==> src/rtl/alu_pkg.sv <==
// ALU control shared definitions.
// Operation classes, ALU selects and R-type funct codes.
package alu_pkg;

    localparam logic [1:0] ALUOPT_MEM = 2'b00;
    localparam logic [1:0] ALUOPT_BR  = 2'b01;
    localparam logic [1:0] ALUOPT_R   = 2'b10;
    localparam logic [1:0] ALUOPT_RSV = 2'b11;

    localparam logic [1:0] ALU_ADD = 2'b00;
    localparam logic [1:0] ALU_SUB = 2'b01;
    localparam logic [1:0] ALU_AND = 2'b10;
    localparam logic [1:0] ALU_OR  = 2'b11;

    localparam logic [4:0] FUNCT_ADD = 5'b00000;
    localparam logic [4:0] FUNCT_SUB = 5'b00001;
    localparam logic [4:0] FUNCT_AND = 5'b00010;
    localparam logic [4:0] FUNCT_OR  = 5'b00011;

    typedef struct packed {
        logic [1:0] sel;
        logic       illegal;
    } dec_t;

endpackage

==> src/rtl/alu_control_circuit_if.sv <==
// ALU control request/response bundle.
// Master drives the decode request, slave returns the select.
interface alu_control_circuit_if;

    logic [4:0] funct;
    logic [1:0] ALUopt;
    logic       in_valid;
    logic [1:0] ALUctrlsignal;
    logic       illegal;
    logic       out_valid;

    modport master (
        output funct, ALUopt, in_valid,
        input  ALUctrlsignal, illegal, out_valid
    );

    modport slave (
        input  funct, ALUopt, in_valid,
        output ALUctrlsignal, illegal, out_valid
    );

endinterface

==> src/rtl/alu_ctrl_decode.sv <==
// Combinational ALU control decode.
// Unknown or undefined encodings fall back to ADD, flagged illegal.
module alu_ctrl_decode
    import alu_pkg::*;
(
    input  logic [4:0] funct,
    input  logic [1:0] ALUopt,
    output dec_t       dec
);

    // Safe default first so every unmatched path lands on ADD/illegal.
    always_comb begin
        dec.sel     = ALU_ADD;
        dec.illegal = 1'b1;
        unique case (1'b1)
            (ALUopt == ALUOPT_MEM): begin
                dec.sel     = ALU_ADD;
                dec.illegal = 1'b0;
            end
            (ALUopt == ALUOPT_BR): begin
                dec.sel     = ALU_SUB;
                dec.illegal = 1'b0;
            end
            (ALUopt == ALUOPT_R): begin
                if (funct[4:2] == 3'b000) begin
                    dec.sel     = funct[1:0];
                    dec.illegal = 1'b0;
                end
            end
            default: begin
                dec.sel     = ALU_ADD;
                dec.illegal = 1'b1;
            end
        endcase
    end

endmodule

==> src/rtl/alu_control_circuit.sv <==
// Registered ALU control decoder.
// One-cycle latency; outputs hold while no input is accepted.
module alu_control_circuit
    import alu_pkg::*;
(
    input  logic                        clk,
    input  logic                        rst_n,
    alu_control_circuit_if.slave        bus
);

    dec_t dec;

    alu_ctrl_decode u_dec (
        .funct  (bus.funct),
        .ALUopt (bus.ALUopt),
        .dec    (dec)
    );

    // Capture decode on accepted inputs; out_valid pulses per accept.
    always_ff @(posedge clk or negedge rst_n) begin
        if (!rst_n) begin
            bus.ALUctrlsignal <= ALU_ADD;
            bus.illegal       <= 1'b0;
            bus.out_valid     <= 1'b0;
        end else begin
            bus.out_valid <= bus.in_valid;
            if (bus.in_valid) begin
                bus.ALUctrlsignal <= dec.sel;
                bus.illegal       <= dec.illegal;
            end
        end
    end

endmodule

==> src/flat_wrapper.sv <==
// flat-port wrapper written by rule: the top's interface ports become plain ports
module alu_control_circuit_flat import alu_pkg::*;
  (clk, rst_n, bus_funct, bus_ALUopt, bus_in_valid, bus_ALUctrlsignal, bus_illegal, bus_out_valid);
  alu_control_circuit_if bus_i ();
  input  logic clk;
  input  logic rst_n;
  input wire logic [$bits(bus_i.funct)-1:0] bus_funct;
  input wire logic [$bits(bus_i.ALUopt)-1:0] bus_ALUopt;
  input wire logic [$bits(bus_i.in_valid)-1:0] bus_in_valid;
  output wire logic [$bits(bus_i.ALUctrlsignal)-1:0] bus_ALUctrlsignal;
  output wire logic [$bits(bus_i.illegal)-1:0] bus_illegal;
  output wire logic [$bits(bus_i.out_valid)-1:0] bus_out_valid;
  assign bus_i.funct = bus_funct;
  assign bus_i.ALUopt = bus_ALUopt;
  assign bus_i.in_valid = bus_in_valid;
  assign bus_ALUctrlsignal = bus_i.ALUctrlsignal;
  assign bus_illegal = bus_i.illegal;
  assign bus_out_valid = bus_i.out_valid;
  alu_control_circuit u_core (.clk(clk), .rst_n(rst_n), .bus(bus_i));
endmodule
==> config.mk <==
export PLATFORM = sky130hd
export DESIGN_NAME = alu_control_circuit_flat
export DESIGN_NICKNAME = d
export VERILOG_FILES = /design/src/rtl/alu_pkg.sv /design/src/rtl/alu_control_circuit_if.sv /design/src/rtl/alu_ctrl_decode.sv /design/src/rtl/alu_control_circuit.sv /design/src/flat_wrapper.sv
export SDC_FILE = /design/constraint.sdc
export NUM_CORES = 1
export LEC_CHECK = 0
export ABC_CLOCK_PERIOD_IN_PS = 800
export CAP_MARGIN = 20
export CORE_AREA = 2 2 39 41
export CTS_CLUSTER_DIAMETER = 50
export DETAILED_ROUTE_END_ITERATION = 7
export DIE_AREA = 0 0 41 43
export DONT_BUFFER_PORTS = 1
export PLACE_DENSITY_LB_ADDON = 0.2
export SLEW_MARGIN = 20
export SYNTH_ARGS = -nofsm -noshare
export SYNTH_HDL_FRONTEND = slang
export SYNTH_HIERARCHICAL = 1
export SYNTH_SLANG_ARGS = --single-unit
==> constraint.sdc <==
create_clock -name clk -period 0.8 [get_ports clk]
set_clock_uncertainty 0.1 [all_clocks]
set_input_delay 0.08 -clock clk [delete_from_list [all_inputs] [get_ports clk]]
set_output_delay 0.08 -clock clk [all_outputs]
set_load 0.005 [all_outputs]
==> impl_metrics.tcl <==
set metrics [dict create \
    place_inst 31 \
    synth_compound_area_share_pct 5.036 \
    yosysWarnings 6 \
    ys_seq_elements 4 \
    core_region_area_um2 1384 \
    whs_path_depth 0 \
    cts_sinks 4 \
    synthAdderAreaFrac_pct 0 \
    timing.final.crit_share_pct 113.2 \
    die_x_um 41 \
    pin_count 14 \
    met3_length_um 44 \
    syn_nets 22 \
    critPathBufInv 1 \
    grt_max_degree 5 \
    place_ws_ps -133.0 \
    setup_viol 6 \
    numCtsBuffers 3 \
    cap_violations 0 \
    p_sw_share_pct 17.31 \
    die_area_um2 1763 \
    status "finished, violations left" \
    nets 31 \
    drt_iter0_markers 0 \
    rr_endpoint "u_core/bus.illegal$_DFFE_PN0P_" \
    muxShareOfSynthArea_pct 19.42 \
    p_switching_mw 0.08878 \
    start_kind "flip-flop" \
    endpoint_kind "output port" \
    seq_area_frac_synth_pct 57.55 \
    antenna_found_initial 0 \
    htree_levels 1 \
    synth_top_family_by_area "multiplexers" \
    final_cell_mix "dfrtp_1, clkbuf_4, buf_6, mux2_2, nor2b_1" \
    crit_fanout 2 \
    synthSimpleGateAreaFrac_pct 17.99 \
    post_cts_buffers 0 \
    viasPerCell 3.600 \
    postRouteAntennaNets 0 \
    hold_buffers 1 \
    cp.arrival_ps 730 \
    ys_types 6 \
    wirelength_um 337 \
    synth-xor-area-share_pct 0 \
    worstHoldStart "bus_in_valid" \
    cts_tree "yes" \
    first_pass_iters 1 \
    peakVddDrop_mv 0.3604 \
    cts-root-buf "clkbuf_4" \
    critPathKind "reg -> out" \
    whs_ps -217.6 \
    path_depth 1 \
    worst_slew_pin_slew_ps 234.1 \
    fin_ws_ps -105.6 \
    max_slew_margin_pct 84.27 \
    wl_met2_um 225 \
    placed_cell_area_um2 225.2 \
    rsz0062_at_grt "true" \
    gr-total-overflow 0 \
    top_layer "met3" \
    reg2regPathDepth 1 \
    p_clk_share_pct 45.3 \
    grt_pass1_wl_um 531 \
    syn_area_um2 173.9 \
    syn_inst 12 \
    comb_power_share_pct 10.5 \
    cp_cell_sequence "buf_6" \
    drive_above_1_share_pct 52.63 \
    critPathSlowestCell "dfrtp_1" \
    hold_viol_final 4 \
    violations "negative hold slack, negative setup slack" \
    io_buffers 0 \
    area_growth_pct 54.68 \
    p_per_area_nw_per_um2 1907 \
    wl_met1_um 66 \
    stdcell_count 35 \
    fmax_mhz 1104 \
    gp_congestion 0.5996 \
    layout_commonest_cell "dfrtp_1" \
    routedWlPerCell_um 9.629 \
    num_vias 126 \
    reg2reg_from "u_core/bus.illegal$_DFFE_PN0P_" \
    die_h_um 43 \
    worst_ep_required_time_ps 620 \
    start_util_pct 12.57 \
    cp-startpoint "u_core/bus.illegal$_DFFE_PN0P_" \
    remaining_drc_errors 0 \
    grt_usage_pct 4.839 \
    path_delay_family "flip-flops" \
    worst-r2r-setup-slack_ps -60 \
    hp-class "in -> reg" \
    path_clk_slew_ps 40 \
    insertion_delay_ps 220 \
    rows 14 \
    internal_power_mw 0.4242 \
    max_stage_delay_ps 380 \
    fillers 160 \
    leakage_nw 0.1169 \
    min_period_ps 905.6 \
    cts.path.max_buffers 2 \
    holdPathEnd "u_core/bus.out_valid$_DFF_PN0_" \
    slew_violations 0 \
    p_seq_share_pct 44.2 \
    antenna_cells 0 \
    grt_pass1_vias 158 \
    postSynthAreaPerCell_um2 14.49 \
    final_area_um2 269.0 \
]
[what timing repair did]
| action | in CTS | in global routing |
|---|---|---|
| endpoints found under the setup margin | 6 | 6 |
| hold endpoints to repair | 8 | 4 |
| gates resized for setup | 3 | 0 |
[routing by layer]
metal	up-vias	global-route usage, %
li1	58	-
met1	64	2.932
met2	4	8.125
met3	0	3.665
met4	0	4.000
met5	-	0
[power groups by stage]
stage | Sequential (mW) | Clock [mW] | Combinational [mW]
after CTS | 0.227 | 0.247 | 0.0556
final | 0.227 | 0.232 | 0.0540
after floorplan | 0.227 | 0 | 0.0214
after detailed placement | 0.227 | 0 | 0.0416
after global routing | 0.228 | 0.249 | 0.0586
after global placement | 0.226 | 0 | 0.0419
[per-stage QoR]
| stage | TNS (ps) | power (mW) | hold slack [ps] | util (%) |
|---|---|---|---|---|
| global route | -604.5 | 0.5353 | -224.7 | 19.44 |
| finish | -487.7 | 0.5130 | -217.6 | 19.44 |
| detailed placement | -250.9 | 0.2690 | -315.5 | 16.27 |
| global placement | -267.0 | 0.2683 | -315.5 | 16.27 |
| floorplan | -165.4 | 0.2482 | -315.6 | - |
| CTS | -541.7 | 0.5296 | -226.5 | 19.44 |
[cell families after synthesis]
| group | count (synthesis) |
|---|---|
| compound gates | 1 |
| flops | 4 |
| mux | 3 |
| simple gates | 4 |
[sequential cells by signal (all words and copies together) (netlist names)]
name,cells
u_core/bus.ALUctrlsignal,2
u_core/bus.illegal,1
u_core/bus.out_valid,1
[how the worst max path moves through the flow]
stage / to / slack (ps)
global route: bus_illegal / -120
floorplan: u_core/bus.illegal$_DFFE_PN0P_ / -90
finish: bus_illegal / -110
global placement: u_core/bus.illegal$_DFFE_PN0P_ / -140
CTS: bus_illegal / -120
detailed placement: u_core/bus.illegal$_DFFE_PN0P_ / -130
[final cells by class]
cell class	instances	area, µm²	share of cell area [%]
clock buffers	3	22.52	8.372
multi-input cells	8	82.58	30.70
flip-flops and latches	4	100.1	37.21
well taps	16	20.02	7.442
repair buffers	4	43.79	16.28
[synth_stat cells]
cell type	count	area (µm²)
nor2b_1	2	12.51
nor4_2	1	12.51
a31o_1	1	8.760
and3_1	1	6.260
mux2_2	3	33.78
dfrtp_1	4	100.1
(Power assumes the default switching activity.)
